==> src/rtl/fan_pi_seq_if.sv <==
`default_nettype none
// +----------------------------------------------------------------------------+
// | fan_pi_seq_if : multiplier job handshake between sequencer and multiplier  |
// | Rev 1.0                                                                    |
// +----------------------------------------------------------------------------+
interface fan_pi_seq_if #(
    parameter int N = 4
);
    logic                  MUL_Start_STRB_o;
    logic                  MUL_Done_STRB_i;
    logic signed [2*N-1:0] mul_a_o;
    logic signed [2*N-1:0] mul_b_o;
    logic signed [2*N-1:0] mul_out_i;

    modport master (
        output MUL_Start_STRB_o,
        output mul_a_o,
        output mul_b_o,
        input  MUL_Done_STRB_i,
        input  mul_out_i
    );

    modport slave (
        input  MUL_Start_STRB_o,
        input  mul_a_o,
        input  mul_b_o,
        output MUL_Done_STRB_i,
        output mul_out_i
    );
endinterface
`default_nettype wire

==> src/rtl/fan_pi_seq.sv <==
`default_nettype none
// +----------------------------------------------------------------------------+
// | fan_pi_seq : sampled PI sequencer driving a shared serial multiplier,     |
// | clamps Kp*e + Ki*integ into an unsigned duty word.                          |
// | Optional: FAN_PI_ANTIWINDUP_EN freezes the integrator on a deepening clamp.|
// | Rev 1.0                                                                    |
// +----------------------------------------------------------------------------+
module fan_pi_seq #(
    parameter int                    N          = 4,
    parameter logic signed [2*N-1:0] KP         = 3,
    parameter logic signed [2*N-1:0] KI         = 1,
    parameter int                    SAMPLE_DIV = 1000
) (
    input  wire logic         clk_i,
    input  wire logic         rstn_i,
    input  wire logic         enable_i,
    input  wire logic [N-1:0] setpoint_i,
    input  wire logic [N-1:0] actual_i,
    fan_pi_seq_if.master      mul,
    output logic [N-1:0]      duty_o,
    output logic              duty_valid_o,
    output logic              busy_o
);
    localparam int c_W     = 2 * N;
    localparam int c_CNT_W = (SAMPLE_DIV > 1) ? $clog2(SAMPLE_DIV) : 1;
    localparam logic [c_CNT_W-1:0] c_TICK_LAST = c_CNT_W'(SAMPLE_DIV - 1);
    localparam logic signed [c_W-1:0] c_IMAX = {1'b0, {(c_W-1){1'b1}}};
    localparam logic signed [c_W-1:0] c_IMIN = {1'b1, {(c_W-1){1'b0}}};

    typedef enum logic [2:0] {
        S_IDLE    = 3'd0,
        S_START_P = 3'd1,
        S_WAIT_P  = 3'd2,
        S_START_I = 3'd3,
        S_WAIT_I  = 3'd4,
        S_UPDATE  = 3'd5
    } state_t;

    state_t                r_state, w_state_next;
    logic [c_CNT_W-1:0]    r_tick_cnt;
    logic signed [c_W-1:0] r_integ, r_p, r_i, r_mul_a, r_mul_b;
    logic                  r_sat_hi, r_sat_lo;
    logic [N-1:0]          r_duty;
    logic                  r_duty_valid;

    logic                  w_tick, w_hold;
    logic signed [c_W-1:0] w_err, w_integ_sat;
    logic signed [c_W:0]   w_isum, w_sum;
    logic                  w_sum_lo, w_sum_hi;
    logic [N-1:0]          w_duty;

    assign w_tick = enable_i && (r_tick_cnt == c_TICK_LAST);
    assign w_err  = $signed({{N{1'b0}}, setpoint_i}) - $signed({{N{1'b0}}, actual_i});

    assign w_isum = {r_integ[c_W-1], r_integ} + {w_err[c_W-1], w_err};
    always_comb begin
        w_integ_sat = w_isum[c_W-1:0];
        case (w_isum[c_W:c_W-1])
            2'b01:   w_integ_sat = c_IMAX;
            2'b10:   w_integ_sat = c_IMIN;
            default: w_integ_sat = w_isum[c_W-1:0];
        endcase
    end

`ifdef FAN_PI_ANTIWINDUP_EN
    assign w_hold = (r_sat_hi && !w_err[c_W-1] && (w_err != '0)) ||
                    (r_sat_lo &&  w_err[c_W-1]);
`else
    logic w_unused_sat;
    assign w_hold       = 1'b0;
    assign w_unused_sat = r_sat_hi ^ r_sat_lo;
`endif

    // Sum kept one bit wider so neither operand extreme can wrap.
    assign w_sum    = {r_p[c_W-1], r_p} + {r_i[c_W-1], r_i};
    assign w_sum_lo = w_sum[c_W];
    assign w_sum_hi = !w_sum[c_W] && (w_sum[c_W-1:N] != '0);
    assign w_duty   = w_sum_lo ? '0 : (w_sum_hi ? '1 : w_sum[N-1:0]);

    always_comb begin
        w_state_next         = r_state;
        mul.MUL_Start_STRB_o = 1'b0;
        busy_o               = (r_state != S_IDLE);
        case (r_state)
            S_IDLE:    if (w_tick) w_state_next = S_START_P;
            S_START_P: begin
                mul.MUL_Start_STRB_o = 1'b1;
                w_state_next         = S_WAIT_P;
            end
            S_WAIT_P:  if (mul.MUL_Done_STRB_i) w_state_next = S_START_I;
            S_START_I: begin
                mul.MUL_Start_STRB_o = 1'b1;
                w_state_next         = S_WAIT_I;
            end
            S_WAIT_I:  if (mul.MUL_Done_STRB_i) w_state_next = S_UPDATE;
            S_UPDATE:  w_state_next = S_IDLE;
            default:   w_state_next = S_IDLE;
        endcase
        if (!enable_i) w_state_next = S_IDLE;
    end

    always_ff @(posedge clk_i or negedge rstn_i) begin
        if (!rstn_i) r_state <= S_IDLE;
        else         r_state <= w_state_next;
    end

    always_ff @(posedge clk_i or negedge rstn_i) begin
        if (!rstn_i) begin
            r_tick_cnt   <= '0;
            r_integ      <= '0;
            r_p          <= '0;
            r_i          <= '0;
            r_mul_a      <= '0;
            r_mul_b      <= '0;
            r_sat_hi     <= 1'b0;
            r_sat_lo     <= 1'b0;
            r_duty       <= '0;
            r_duty_valid <= 1'b0;
        end else begin
            r_duty_valid <= 1'b0;
            if (!enable_i || (r_tick_cnt == c_TICK_LAST)) r_tick_cnt <= '0;
            else                                          r_tick_cnt <= r_tick_cnt + c_CNT_W'(1);

            if (r_state == S_IDLE && w_tick) begin
                if (!w_hold) r_integ <= w_integ_sat;
                r_mul_a <= KP;
                r_mul_b <= w_err;
            end
            // r_integ already holds this sample's update when the I job loads.
            if (r_state == S_WAIT_P && w_state_next == S_START_I) begin
                r_p     <= mul.mul_out_i;
                r_mul_a <= KI;
                r_mul_b <= r_integ;
            end
            if (r_state == S_WAIT_I && w_state_next == S_UPDATE) r_i <= mul.mul_out_i;
            if (r_state == S_UPDATE && enable_i) begin
                r_duty       <= w_duty;
                r_duty_valid <= 1'b1;
                r_sat_hi     <= w_sum_hi;
                r_sat_lo     <= w_sum_lo;
            end
        end
    end

    assign mul.mul_a_o  = r_mul_a;
    assign mul.mul_b_o  = r_mul_b;
    assign duty_o       = r_duty;
    assign duty_valid_o = r_duty_valid;
endmodule
`default_nettype wire

==> src/flat_wrapper.sv <==
// flat-port wrapper written by rule: the top's interface ports become plain ports
module fan_pi_seq_flat 
#(
    parameter int                    N          = 4,
    parameter logic signed [2*N-1:0] KP         = 3,
    parameter logic signed [2*N-1:0] KI         = 1,
    parameter int                    SAMPLE_DIV = 1000
)
  (clk_i, rstn_i, enable_i, setpoint_i, actual_i, duty_o, duty_valid_o, busy_o, mul_MUL_Start_STRB_o, mul_mul_a_o, mul_mul_b_o, mul_MUL_Done_STRB_i, mul_mul_out_i);
  fan_pi_seq_if #(.N(N)) mul_i ();
  input  wire logic clk_i;
  input  wire logic rstn_i;
  input  wire logic enable_i;
  input  wire logic [N-1:0] setpoint_i;
  input  wire logic [N-1:0] actual_i;
  output logic [N-1:0] duty_o;
  output logic duty_valid_o;
  output logic busy_o;
  output wire logic [$bits(mul_i.MUL_Start_STRB_o)-1:0] mul_MUL_Start_STRB_o;
  output wire logic [$bits(mul_i.mul_a_o)-1:0] mul_mul_a_o;
  output wire logic [$bits(mul_i.mul_b_o)-1:0] mul_mul_b_o;
  input wire logic [$bits(mul_i.MUL_Done_STRB_i)-1:0] mul_MUL_Done_STRB_i;
  input wire logic [$bits(mul_i.mul_out_i)-1:0] mul_mul_out_i;
  assign mul_MUL_Start_STRB_o = mul_i.MUL_Start_STRB_o;
  assign mul_mul_a_o = mul_i.mul_a_o;
  assign mul_mul_b_o = mul_i.mul_b_o;
  assign mul_i.MUL_Done_STRB_i = mul_MUL_Done_STRB_i;
  assign mul_i.mul_out_i = mul_mul_out_i;
  fan_pi_seq #(.N(N), .KP(KP), .KI(KI), .SAMPLE_DIV(SAMPLE_DIV)) u_core (.clk_i(clk_i), .rstn_i(rstn_i), .enable_i(enable_i), .setpoint_i(setpoint_i), .actual_i(actual_i), .mul(mul_i), .duty_o(duty_o), .duty_valid_o(duty_valid_o), .busy_o(busy_o));
endmodule
==> config.mk <==
export PLATFORM = sky130hd
export DESIGN_NAME = fan_pi_seq_flat
export DESIGN_NICKNAME = d
export VERILOG_FILES = /design/src/rtl/fan_pi_seq_if.sv /design/src/rtl/fan_pi_seq.sv /design/src/flat_wrapper.sv
export SDC_FILE = /design/constraint.sdc
export NUM_CORES = 1
export LEC_CHECK = 0
export BUFFER_PORTS_ARGS = -buffer_cell sky130_fd_sc_hd__buf_2
export CAP_MARGIN = 40
export CORE_MARGIN = 2
export CORE_UTILIZATION = 25
export CTS_BUF_LIST = sky130_fd_sc_hd__clkbuf_8
export DETAILED_ROUTE_END_ITERATION = 6
export MAX_ROUTING_LAYER = met4
export SLEW_MARGIN = 25
export SYNTH_ARGS = -nofsm -noshare
export SYNTH_HDL_FRONTEND = slang
export SYNTH_SLANG_ARGS = --single-unit
==> constraint.sdc <==
create_clock -name clk_i -period 5.4 [get_ports clk_i]
set_input_delay 0.81 -clock clk_i [delete_from_list [all_inputs] [get_ports clk_i]]
set_output_delay 0.81 -clock clk_i [all_outputs]
set_load 0.01 [all_outputs]
==> run metrics <==
status=finished clean; DP HPWL=4.69 mm; startpoint types=input pin; sequential share of power=0.520; delay-heaviest family, CP=adder cells; DRC viols=0; synthesized instance count=about 300; flops & latches, synth=52; IO buf count=36; Cell Area, Synth=0.00307 mm²; gpl congestion=0.833; P&R area growth vs syn=13.9%; Max-Cap Viols=0; drt pass-1 iters=4; total track usage=0.106; ranking of synthesized cells by area=dfrtp_1 42%, ha_1 9.8%, mux2_2 5.9%; slew margin rel.=0.516; register area share after synthesis=0.424; area share of the largest cell type after synthesis=0.424; leading area contributor after synthesis=dfrtp_1; Starting Density=0.256; Skew-Pair Late Insertion Delay=0.32 ns; P_sw=0.193 mW; Peak Freq=256 MHz; core area=0.0120 mm²; Vias/cell=4.62; Final Max Slew Viols=0; Vias=2226; vias in the first global route=2219; num ports=43; # setup viols final=0; Setup WS pre-CTS=1.16 ns; Setup TNS Final=0 ns; largest net degree at the start of global routing=53; worst path bufs/invs=3; Clock transition at path regs=0.10 ns; Worst Path Required=5.66 ns; clock sink count=52; nets=381; crit path DAT=between 4 and 5 ns; final wirelength=6.32 mm; H-tree Lvls=2; top_reg_cell synth=dfrtp_1; clock network fraction of design power=0.372; filler instances=1261; HP Class=flip-flop to flip-flop; worst setup path category=input pin to flip-flop; Die W=115 µm; CTS Root Cell=clkbuf_8; Synth Warn #=0; switch share=0.255; Post-Syn Area per Cell=10.3 µm²; most frequent cell after synthesis=dfrtp_1; Cell Chain, Critical Path=buf_2, inv_1, ha_1, inv_1, fa_1, a21o_1, a21oi_1, ha_1, o21ai_0, o21a_1, nor3_1, xnor2_1, ha_1, nor2b_1, a21oi_1, o21ai_2; Die Y=115 µm; hold buffers post-CTS=0; synth cell count leaders=52 x dfrtp_1, 26 x nand2_1, 24 x ha_1; combinational power share=0.108; Row Count=40; final worst setup slack=1.49 ns; CTS tree=yes; RSZ-0062 raised after global routing=no; Setup crit end kind=flip-flop; cell internal pwr=~0.56 mW; number of enable flip-flop cells after synthesis=0; worst-path maximum fanout=11; average wire per standard cell=13.1 µm; Period Utilization, post-route=0.723; Worst path slowest cell=ha_1; first-pass GRT wire length=10.8 mm; maximum VDD drop=0.107 mV; CP max stage delay=0.44 ns; die area=0.0132 mm²; Num CTS Buffers=5; initial antenna violation count=0; post-synth cell types=51; Synth async-reset ratio=1.00; CTS max path bufs=2; Ant. Diodes=0; 1st-iter DRT viols=85; ANT nets after route=0; Resized cells post-CTS=0; Lkg Pwr=~1.8 nW; GRT Residual Overflow=0; Fin. Hold Viols=0; Max Clock Skew=0.00933 ns; post-layout util=0.291; Period minus WS final=3.91 ns; setup bufs post-CTS=0; PD cells=216 mW/mm²; Top cell by count, worst path=ha_1; actual slew at the worst max-slew pin=0.723 ns; layout cell share with drive strength beyond 1=0.230
==> layout by cell type, fill, tap and decap left out, drive strengths merged, types with 4 or more instances in the layout <==
| cell | count |
|---|---|
| a21o | 5 |
| a21oi | 15 |
| o21ai | 22 |
| dfrtp | 52 |
| nor3 | 7 |
| or3 | 7 |
| conb | 6 |
| clkbuf | 5 |
| and2 | 4 |
| nand2 | 26 |
| ha | 24 |
| nor2 | 20 |
| xnor2 | 6 |
| a221o | 5 |
| buf | 38 |
| xor2 | 11 |
| o21a | 4 |
| mux2 | 16 |
| nor3b | 5 |
| inv | 12 |
| nand3 | 8 |
| and3 | 5 |
==> metal layers <==
metal,part of all wire,up-vias,global-route usage,wire length (µm)
li1,-,1119,-,-
met1,0.48,1082,0.133,3010
met2,0.48,19,0.172,3060
met3,0.023,6,0.0179,143
met4,0.017,0,0.0386,107
met5,0,-,-,0
==> flip-flops by register name, indices dropped and copies added, names as in the netlist <==
name	count
u_core.duty_valid_o	1
u_core.mul.mul_a_o	2
u_core.r_p	8
u_core.mul.mul_b_o	8
u_core.r_i	8
u_core.r_state	3
u_core.r_tick_cnt	10
u_core.r_integ	8
u_core.duty_o	4
==> worst register-to-register path, stage by stage, from the launching register on <==
cell	delay [ns]
dfrtp_1	0.41
ha_1	0.23
fa_1	0.41
nand3_1	0.12
a21boi_0	0.11
o21a_1	0.19
o21ai_0	0.20
a31o_2	0.20
ha_1	0.33
nor2b_1	0.42
a21oi_1	0.11
o21ai_2	0.13
==> path summary, 6_finish.rpt <==
| kind | startpoint | end | slack [ns] | depth (start not counted) |
|---|---|---|---|---|
| setup / recovery | setpoint_i[0] | u_core.r_integ[4] | 1.49 | 16 |
| hold / removal | u_core.mul.mul_a_o[0] | u_core.mul.mul_a_o[0] | 0.48 | 1 |
| setup reg to reg | u_core.r_integ[0] | u_core.r_integ[4] | 2.46 | 11 |
| hold reg to reg | u_core.mul.mul_a_o[0] | u_core.mul.mul_a_o[0] | 0.48 | 1 |
| max in group asynchronous | rstn_i | u_core.r_tick_cnt[3] | 4.34 | 2 |
| min in group asynchronous | rstn_i | u_core.r_i[6] | 0.58 | 2 |
==> power groups by stage <==
stage | sequential [mW] | clock [mW] | combinational (mW)
after global routing | 0.393 | 0.306 | 0.0929
after CTS | 0.393 | 0.290 | 0.0825
after floorplan | 0.400 | 0 | 0.0569
after global placement | 0.401 | 0 | 0.0801
final | 0.393 | 0.281 | 0.0814
after detailed placement | 0.400 | 0 | 0.0821
==> kinds of logic after synthesis <==
| kind of cell | Yosys count | share of synthesized area |
|---|---|---|
| multiplexers | 17 | 0.0620 |
| adder cells (fa/ha/maj) | 27 | 0.117 |
| XOR/XNOR | 17 | 0.0485 |
| flip-flops | 52 | 0.424 |
| other | 1 | 0.00122 |
| AO/OA/AOI/OAI | 66 | 0.141 |
| AND/OR/NAND/NOR | 92 | 0.162 |
| buffers and inverters | 25 | 0.0444 |
==> through the flow <==
stage,power (mW),instance area [µm²],cells,hold slack [ns]
6_report,0.755,3500,482,0.481
5_1_grt,0.792,3500,482,0.522
4_1_cts,0.765,3500,482,0.493
3_5_place_dp,0.483,3380,474,0.462
3_3_place_gp,0.481,3380,474,0.461
2_1_floorplan,0.457,3090,302,0.455
==> cell type report <==
class                      count  area [µm²]  area share
tap                          147         184      0.0526
clock inverter                 3        47.5      0.0136
inverter                      12        45.0      0.0129
sequential                    52        1300       0.372
multi-input combinational    225        1660       0.473
timing repair buffer          38         195      0.0558
clock buffer                   5        68.8      0.0197
Power figures use the tool's default switching activity.
